===== src/rtl/tych_mpi_master.sv =====
// AXI4-Lite slave to MPI initiator bridge: each single-beat AXI read or write becomes
// one MPI request, completed by ack or timeout and returned as an AXI response.
module tych_mpi_master #(
    parameter int MPI_AWIDTH = 32,
    parameter int MPI_DWIDTH = 32,
    parameter int TIMEOUT    = 1024
) (
    input  logic                  clk,
    input  logic                  rst,
    // AXI4-Lite write address
    input  logic [MPI_AWIDTH-1:0] s_axi_awaddr,
    input  logic                  s_axi_awvalid,
    output logic                  s_axi_awready,
    // AXI4-Lite write data
    input  logic [MPI_DWIDTH-1:0] s_axi_wdata,
    input  logic [3:0]            s_axi_wstrb,
    input  logic                  s_axi_wvalid,
    output logic                  s_axi_wready,
    // AXI4-Lite write response
    output logic [1:0]            s_axi_bresp,
    output logic                  s_axi_bvalid,
    input  logic                  s_axi_bready,
    // AXI4-Lite read address
    input  logic [MPI_AWIDTH-1:0] s_axi_araddr,
    input  logic                  s_axi_arvalid,
    output logic                  s_axi_arready,
    // AXI4-Lite read data
    output logic [MPI_DWIDTH-1:0] s_axi_rdata,
    output logic [1:0]            s_axi_rresp,
    output logic                  s_axi_rvalid,
    input  logic                  s_axi_rready,
    // MPI initiator
    output logic [MPI_AWIDTH-1:0] mpi_if_address,
    output logic [MPI_DWIDTH-1:0] mpi_if_wr_data,
    output logic [3:0]            mpi_if_wr_strb,
    output logic                  mpi_if_wr_req,
    output logic                  mpi_if_rd_req,
    output logic                  mpi_if_enable,
    input  logic [MPI_DWIDTH-1:0] mpi_if_rd_data,
    input  logic                  mpi_if_ack,
    input  logic                  mpi_if_error
);

    localparam int CW = (TIMEOUT > 0) ? $clog2(TIMEOUT + 1) : 1;
    localparam logic [CW-1:0] TO_LAST = (TIMEOUT > 0) ? CW'(TIMEOUT - 1) : '0;
    localparam logic [CW-1:0] CNT_INC = CW'(1);

    localparam logic [1:0] RESP_OKAY   = 2'b00;
    localparam logic [1:0] RESP_SLVERR = 2'b10;
    localparam logic [1:0] RESP_DECERR = 2'b11;

    typedef enum logic [2:0] {
        IDLE,
        WR_REQ,
        RD_REQ,
        WR_RESP,
        RD_RESP
    } state_t;

    state_t state_q, state_d;

    // Holding registers
    logic                  aw_full_q;
    logic [MPI_AWIDTH-1:0] aw_addr_q;
    logic                  w_full_q;
    logic [MPI_DWIDTH-1:0] w_data_q;
    logic [3:0]            w_strb_q;
    logic                  ar_full_q;
    logic [MPI_AWIDTH-1:0] ar_addr_q;

    // Arbitration, request and response registers
    logic                  rr_rd_q;
    logic [CW-1:0]         cnt_q;
    logic [MPI_AWIDTH-1:0] addr_q;
    logic [MPI_DWIDTH-1:0] wdata_q;
    logic [3:0]            strb_q;
    logic [MPI_DWIDTH-1:0] rdata_q;
    logic [1:0]            bresp_q;
    logic [1:0]            rresp_q;

    // Decoded control
    logic       aw_hs, w_hs, ar_hs;
    logic       wr_elig, rd_elig;
    logic       launch_rd, launch_wr;
    logic       in_req, acked, timed_out, done;
    logic [1:0] resp_d;

    always_comb begin
        aw_hs     = s_axi_awvalid && s_axi_awready;
        w_hs      = s_axi_wvalid && s_axi_wready;
        ar_hs     = s_axi_arvalid && s_axi_arready;
        wr_elig   = aw_full_q && w_full_q;
        rd_elig   = ar_full_q;
        // Read wins a tie only when the round-robin pointer favours it
        launch_rd = (state_q == IDLE) && rd_elig && (rr_rd_q || !wr_elig);
        launch_wr = (state_q == IDLE) && wr_elig && !(rd_elig && rr_rd_q);
        in_req    = (state_q == WR_REQ) || (state_q == RD_REQ);
        acked     = in_req && mpi_if_ack;
        timed_out = (TIMEOUT != 0) && in_req && !mpi_if_ack && (cnt_q == TO_LAST);
        done      = acked || timed_out;
        if (timed_out)
            resp_d = RESP_DECERR;
        else if (mpi_if_error)
            resp_d = RESP_SLVERR;
        else
            resp_d = RESP_OKAY;
    end

    // FSM: state register
    always_ff @(posedge clk or posedge rst) begin
        if (rst)
            state_q <= IDLE;
        else
            state_q <= state_d;
    end

    // FSM: next state
    always_comb begin
        state_d = state_q;
        case (state_q)
            IDLE: begin
                if (launch_rd)
                    state_d = RD_REQ;
                else if (launch_wr)
                    state_d = WR_REQ;
            end
            WR_REQ:  if (done) state_d = WR_RESP;
            RD_REQ:  if (done) state_d = RD_RESP;
            WR_RESP: if (s_axi_bready) state_d = IDLE;
            RD_RESP: if (s_axi_rready) state_d = IDLE;
            default: state_d = IDLE;
        endcase
    end

    // FSM: outputs
    always_comb begin
        s_axi_awready  = !aw_full_q && !rst;
        s_axi_wready   = !w_full_q && !rst;
        s_axi_arready  = !ar_full_q && !rst;
        s_axi_bvalid   = (state_q == WR_RESP);
        s_axi_rvalid   = (state_q == RD_RESP);
        s_axi_bresp    = bresp_q;
        s_axi_rresp    = rresp_q;
        s_axi_rdata    = rdata_q;
        mpi_if_enable  = in_req;
        mpi_if_wr_req  = (state_q == WR_REQ);
        mpi_if_rd_req  = (state_q == RD_REQ);
        mpi_if_address = addr_q;
        mpi_if_wr_data = wdata_q;
        mpi_if_wr_strb = strb_q;
    end

    always_ff @(posedge clk or posedge rst) begin
        if (rst) begin
            aw_full_q <= 1'b0;
            aw_addr_q <= '0;
            w_full_q  <= 1'b0;
            w_data_q  <= '0;
            w_strb_q  <= '0;
            ar_full_q <= 1'b0;
            ar_addr_q <= '0;
        end else begin
            if (aw_hs) begin
                aw_full_q <= 1'b1;
                aw_addr_q <= s_axi_awaddr;
            end else if (done && state_q == WR_REQ) begin
                aw_full_q <= 1'b0;
            end
            if (w_hs) begin
                w_full_q <= 1'b1;
                w_data_q <= s_axi_wdata;
                w_strb_q <= s_axi_wstrb;
            end else if (done && state_q == WR_REQ) begin
                w_full_q <= 1'b0;
            end
            if (ar_hs) begin
                ar_full_q <= 1'b1;
                ar_addr_q <= s_axi_araddr;
            end else if (done && state_q == RD_REQ) begin
                ar_full_q <= 1'b0;
            end
        end
    end

    always_ff @(posedge clk or posedge rst) begin
        if (rst) begin
            rr_rd_q <= 1'b1;
            cnt_q   <= '0;
            addr_q  <= '0;
            wdata_q <= '0;
            strb_q  <= '0;
            rdata_q <= '0;
            bresp_q <= '0;
            rresp_q <= '0;
        end else begin
            if (launch_rd) begin
                rr_rd_q <= !rr_rd_q;
                cnt_q   <= '0;
                addr_q  <= ar_addr_q;
                wdata_q <= '0;
                strb_q  <= '0;
            end else if (launch_wr) begin
                rr_rd_q <= !rr_rd_q;
                cnt_q   <= '0;
                addr_q  <= aw_addr_q;
                wdata_q <= w_data_q;
                strb_q  <= w_strb_q;
            end else if (in_req && !done) begin
                cnt_q <= cnt_q + CNT_INC;
            end
            if (done && state_q == WR_REQ)
                bresp_q <= resp_d;
            if (done && state_q == RD_REQ) begin
                rresp_q <= resp_d;
                rdata_q <= acked ? mpi_if_rd_data : '0;
            end
        end
    end

endmodule


===== config.mk =====
export PLATFORM = sky130hd
export DESIGN_NAME = tych_mpi_master
export DESIGN_NICKNAME = d
export VERILOG_FILES = /design/src/rtl/tych_mpi_master.sv
export SDC_FILE = /design/constraint.sdc
export NUM_CORES = 1
export LEC_CHECK = 0
export BUFFER_PORTS_ARGS = -buffer_cell sky130_fd_sc_hd__buf_4
export CAP_MARGIN = 20
export CORE_UTILIZATION = 33
export DETAILED_ROUTE_END_ITERATION = 8
export HOLD_SLACK_MARGIN = 0.1
export PLACE_DENSITY = 0.52
export SYNTH_ARGS = -nofsm -noshare
export SYNTH_HDL_FRONTEND = slang
export SYNTH_SLANG_ARGS = --single-unit
export TNS_END_PERCENT = 10

===== constraint.sdc =====
create_clock -name clk -period 7.95 [get_ports clk]
set_input_delay 0.3975 -clock clk [delete_from_list [all_inputs] [get_ports clk]]
set_output_delay 0.3975 -clock clk [all_outputs]
set_load 0.01 [all_outputs]

# Yosys cells after proc, flatten, opt, wreduce, memory -nomap -nowiden
# Index checks and enable logic that the tools add are counted.
op_classes:
  n_eq_ne: 10
  addsub: 1
  n_mux: 26
  n_reduce_logical: 37
op_table:
  columns: ["op", "count"]
  rows:
  - ["32-bit two-way mux", 5]
  - ["11-bit two-way mux", 3]
  - ["1-bit logical AND", 18]
  - ["3-bit two-way mux", 6]
  - ["3-bit one-hot mux with 5 select lines", 1]
  - ["11-bit by 1-bit adder with 11-bit output, second input constant", 1]
  - ["11-bit by 10-bit == test with 1-bit output, second input constant", 1]
  - ["1-bit logical NOT", 9]
  - ["4-bit two-way mux", 2]
  - ["2-bit by 1-bit != test with 1-bit output, second input constant", 4]
  - ["2-bit nonzero test", 4]
  - ["1-bit two-way mux", 7]
  - ["3-bit by 2-bit == test with 1-bit output, second input constant", 2]
  - ["5-bit AND reduction", 1]
  - ["2-bit two-way mux", 2]
  - ["3-bit by 1-bit == test with 1-bit output, second input constant", 1]
  - ["3-bit == test, second input constant", 1]
  - ["3-bit logical NOT", 1]
  - ["1-bit logical OR", 3]
  - ["3-bit != test, second input constant", 1]
  - ["3-bit nonzero test", 1]
totals:
  word_cells: 90
  inputBits: 141
  out_inout_bits: 112
  regBits: 222

# Depth between registers and ports, before layout
logic_depth:
  depth_word: 10
  depth_mapped: 8
  depth_no_buf: 4

# Worst setup path before layout
# Ideal clock, no wire load.
synth_path:
  path_type: "flip-flop to flip-flop"
  start: "reg state_q[2]"
  end: "reg rdata_q[10], in the netlist s_axi_rdata[10]"
  stages_incl_launch_ff: 7
  t_arrival_ps: 1752
  path_slack_ps: 6133
  path_buffers: 3
  required_time_ps: 7885
  setup_ps: 65
  cell_sequence: "dfrtp_1 > clkbuf_1 > nor3b_1 > and2_1 > buf_2 > clkbuf_1 > a22o_1"
synth_between:
  elab_chain_cells: 6
  elab_cells_between_ends: 9
  cone_classes: "eq/ne: 2; mux: 1; reduce/logical: 6"
synth_lines:
  columns: ["element", "line", "source"]
  rows:
  - ["from (decl)", "60", "state_t state_q, state_d;"]
  - ["from (signal assigned)", "114", "state_q <= state_d;"]
  - ["3-bit by 2-bit == test with 1-bit output (*)", null, null]
  - ["net mpi_if_rd_req", "37", "output logic mpi_if_rd_req,"]
  - ["1-bit logical OR", "97", "in_req = (state_q == WR_REQ) || (state_q == RD_REQ);"]
  - ["1-bit logical AND (2 in series)", "99", "timed_out = (TIMEOUT != 0) && in_req && !mpi_if_ack && (cnt_q == TO_LAST);"]
  - ["1-bit logical OR", "100", "done = acked || timed_out;"]
  - ["1-bit logical AND", "213", "if (done && state_q == RD_REQ) begin"]
  - ["to (signal assigned)", "215", "rdata_q <= acked ? mpi_if_rd_data : '0;"]
  - ["to (decl)", "77", "logic [MPI_DWIDTH-1:0] rdata_q;"]
# Mark *: on every way through the listed nets, which the timed path passes. The rest lies on a longest branch.
# A chain may end at the register's enable or synchronous reset.

# Worst setup path after layout
layout_path:
  start: "reg state_q[1]"
  end: "reg wdata_q[19], in the netlist mpi_if_wr_data[19]"
layout_between:
  elab_chain_cells: 4
  elab_cells_between_ends: 7
  cone_classes: "mux: 1; reduce/logical: 6"
layout_lines:
  columns: ["element", "line", "source"]
  rows:
  - ["3-bit logical NOT (*)", "95, 96", null]
  - ["1-bit logical AND, on equally long branches (2 in series)", "95, 96", null]
  - ["32-bit two-way mux or 2-bit nonzero test (tied branches)", null, null]
  - ["to (signal assigned)", "206", "wdata_q <= w_data_q;"]
  - ["to (decl)", "75", "logic [MPI_DWIDTH-1:0] wdata_q;"]
# Every way passes the cells marked *; elsewhere a longest branch is shown, timed or not.

==> flow_metrics.tcl <==
set metrics [dict create \
    status "finished clean" \
    synth_mux_area_share_pct 17.1 \
    switching_share_pct 32.5 \
    cts.sinks 222 \
    startpoint_type "register" \
    synth_flop_cell "dfrtp_1" \
    synthesis.instances 626 \
    drive_above_1_share_pct 44.6 \
    yosysUniqueCellTypes 40 \
    hold_start "s_axi_wdata[8]" \
    drv_slew 0 \
    post-route-period-util_pct 27.4 \
    tightest_slew_ns 1.03 \
    post-route-min-period_ns 2.18 \
    first_pass_iters 4 \
    wl_per_cell_um 17.9 \
    hold_viol_final 0 \
    drtIter0Drc 268 \
    skew_ns 0.00862 \
    path_class "register to register" \
    power.density_nw_per_um2 398 \
    synthSimpleGateAreaFrac_pct 4.86 \
    endpoint_kind "register" \
    fp-row-count 58 \
    yosysWarnings 0 \
    cp.required_ns 8.39 \
    root_buffer "clkbuf_16" \
    cts_buffers 25 \
    core_sq_um 25500 \
    final_area_sq_um 11900 \
    ctsResizeCount 0 \
    antenna_found_initial 0 \
    io_pins 253 \
    htree_num_levels 1 \
    leakage_nw 5.78 \
    p_comb_share_pct 35.8 \
    netlist.area_leader.share_pct 63.8 \
    maxCapViolCount 0 \
    synth_compound_area_share_pct 11.2 \
    p_int_mw 3.20 \
    hold_path.class "input pin to register" \
    ys_ff_latch 222 \
    insertion_delay_ns 0.51 \
    p_switching_mw 1.54 \
    clockBufferDepth 3 \
    cts_tree "built" \
    crit_path_start "state_q[1]$_DFFE_PP0P_" \
    path_max_fanout 36 \
    yosysMostFrequentCell "dfrtp_1" \
    io_buffers 252 \
    track_usage_pct 16.5 \
    pwr-share-clk_pct 23.4 \
    seqPwrFrac_pct 40.8 \
    grt_overflow 0 \
    die_width_um 164 \
    synth_top_family_by_area "multiplexers" \
    grt_pass1_vias 6498 \
    p_total_mw 4.74 \
    irDropWorstVdd_mv 0.226 \
    async_reset_ff_share_pct 100 \
    tns_ns 0 \
    clk_pin_slew_ns 0.06 \
    die_h_um 164 \
    ys_seq_area_share_pct 64.1 \
    wl_um 22200 \
    dieArea_sq_um 26900 \
    synth_edf_count 0 \
    syn_nets 768 \
    syn_to_final_growth_pct 37.4 \
    detail-route-antenna-nets 0 \
    synth_xor_area_share_pct 0.202 \
    dpl.hpwl_um 14800 \
    rsz0062_at_grt "no" \
    dpl_cell_area_sq_um 10900 \
    start_util_pct 34.0 \
    place_congestion 0.822 \
    synth.area.top_cells "dfrtp_1 (64%), mux2_2 (13%), a22o_1 (6.9%), mux2i_1 (4.2%), o21ai_0 (2.3%)" \
    clock.fmax_ghz 0.458 \
    antenna_cells 0 \
    grt_max_degree 158 \
    synth_common_cells "dfrtp_1 (221), mux2_2 (100), a22o_1 (68)" \
    slew_headroom_pct 31.2 \
    synth_fa_ha_area_share_pct 0.144 \
    setup_viol 0 \
    rr_startpoint "state_q[1]$_DFFE_PP0P_" \
    grt_pass1_wl_um 35100 \
    syn-mean-instance-area_sq_um 13.8 \
    syn_area_sq_um 8670 \
    drcViolationCount 0 \
    viasPerCell 4.88 \
    yosys.area.top_type "dfrtp_1" \
    final_net_count 1033 \
    arrival_ns 2.62 \
    vias 6043 \
]
## worst max-delay path, stage by stage (launching register included)
cell and delay (ns):
dfrtp_1 0.48, nor3_1 0.49, and2_1 0.36, and2_1 0.17, buf_4 0.39, a22o_1 0.20
## kinds of logic (layout without fill, tap and decap cells)
family                     after synthesis  after routing
AOI/OAI and AO/OA                      133            133
xor gates and xnor gates                 2              2
adders and majority gates                1              1
buffers and inverters                   48            330
DFF                                    222            222
muxes                                  136            136
and+or+nand+nor                         84             84
## cell usage in the layout, fill, tap and decap left out, types with 2 or more instances in the layout
master,instances
dlygate4sd3_1,22
buf_4,258
nand2_1,43
nor3_1,3
and2_2,2
clkbuf_1,6
o31ai_1,3
mux2i_1,36
a22o_1,68
xnor2_1,2
inv_1,3
clkinv_4,2
or3_1,3
nand4_1,2
a21oi_1,9
nand3_1,5
o211ai_1,2
a21o_1,4
o21ai_0,39
clkbuf_8,5
mux2_2,100
and2_1,4
clkbuf_16,25
nor3b_1,2
clkinv_2,3
nor2_1,6
dfrtp_1,221
or4_1,3
and4_1,3
## final timing paths
kind	to	slack [ns]	cells after the start
max reg2reg	mpi_if_wr_data[19]$_DFFE_PP0P_	5.77	5
max	mpi_if_wr_data[19]$_DFFE_PP0P_	5.77	5
max in group asynchronous	ar_addr_q[11]$_DFFE_PP0P_	6.40	4
min	w_data_q[8]$_DFFE_PP0P_	0.12	2
min in group asynchronous	s_axi_bresp[0]$_DFFE_PP0P_	0.44	3
min reg2reg	mpi_if_address[31]$_DFFE_PP0P_	0.48	2
## sequential cells by signal (all words and copies together) (netlist names)
| register | cells |
|---|---|
| ar_addr_q | 32 |
| aw_addr_q | 32 |
| mpi_if_address | 32 |
| mpi_if_wr_data | 32 |
| s_axi_rdata | 32 |
| w_data_q | 32 |
| cnt_q | 11 |
| mpi_if_wr_strb | 4 |
| w_strb_q | 4 |
| state_q | 3 |
| s_axi_bresp | 2 |
| s_axi_rresp | 2 |
| ar_full_q | 1 |
| aw_full_q | 1 |
| rr_rd_q | 1 |
| w_full_q | 1 |
## metal layers
layer | vias to the layer above | routed length [um] | GRT usage [%]
met1 | 3015 | 9270 | 20.6
li1 | 2806 | - | -
met5 | - | 0 | 0
met4 | 0 | 377 | 4.42
met3 | 27 | 1880 | 5.20
met2 | 195 | 10700 | 27.6
## cell type report
type | count | area (sq um)
clock buffer | 36 | 717
clock inverter | 8 | 78.8
fill | 2317 | 13600
inverter | 4 | 22.5
multi-input combinational | 356 | 2920
sequential | 222 | 5560
tap | 330 | 413
timing repair buffer | 282 | 2200
## power groups by stage
| stage | registers [mW] | logic (mW) | clock network, mW |
|---|---|---|---|
| final | 1.93 | 1.70 | 1.11 |
| after global routing | 2.01 | 1.88 | 1.19 |
| after CTS | 1.94 | 1.74 | 1.15 |
| after detailed placement | 1.95 | 1.72 | 0 |
| after global placement | 1.92 | 1.67 | 0 |
| after floorplan | 1.98 | 0.963 | 0 |
## what timing repair did
action | CTS | global route
setup buffers | 0 | 0
hold endpoints to repair | 21 | 37
hold buffers | 21 | 1
## stage by stage
stage,worst slack [ns],hold slack (ns),cells,util [%]
after floorplan,1.48,0.441,626,-
after global placement,5.71,0.458,1170,42.6
after detailed placement,5.58,0.470,1170,42.6
after CTS,5.56,0.100,1235,46.6
after global routing,5.57,0.104,1238,46.8
final,5.77,0.124,1238,46.8
No activity file was read; power rests on OpenSTA's default activity.
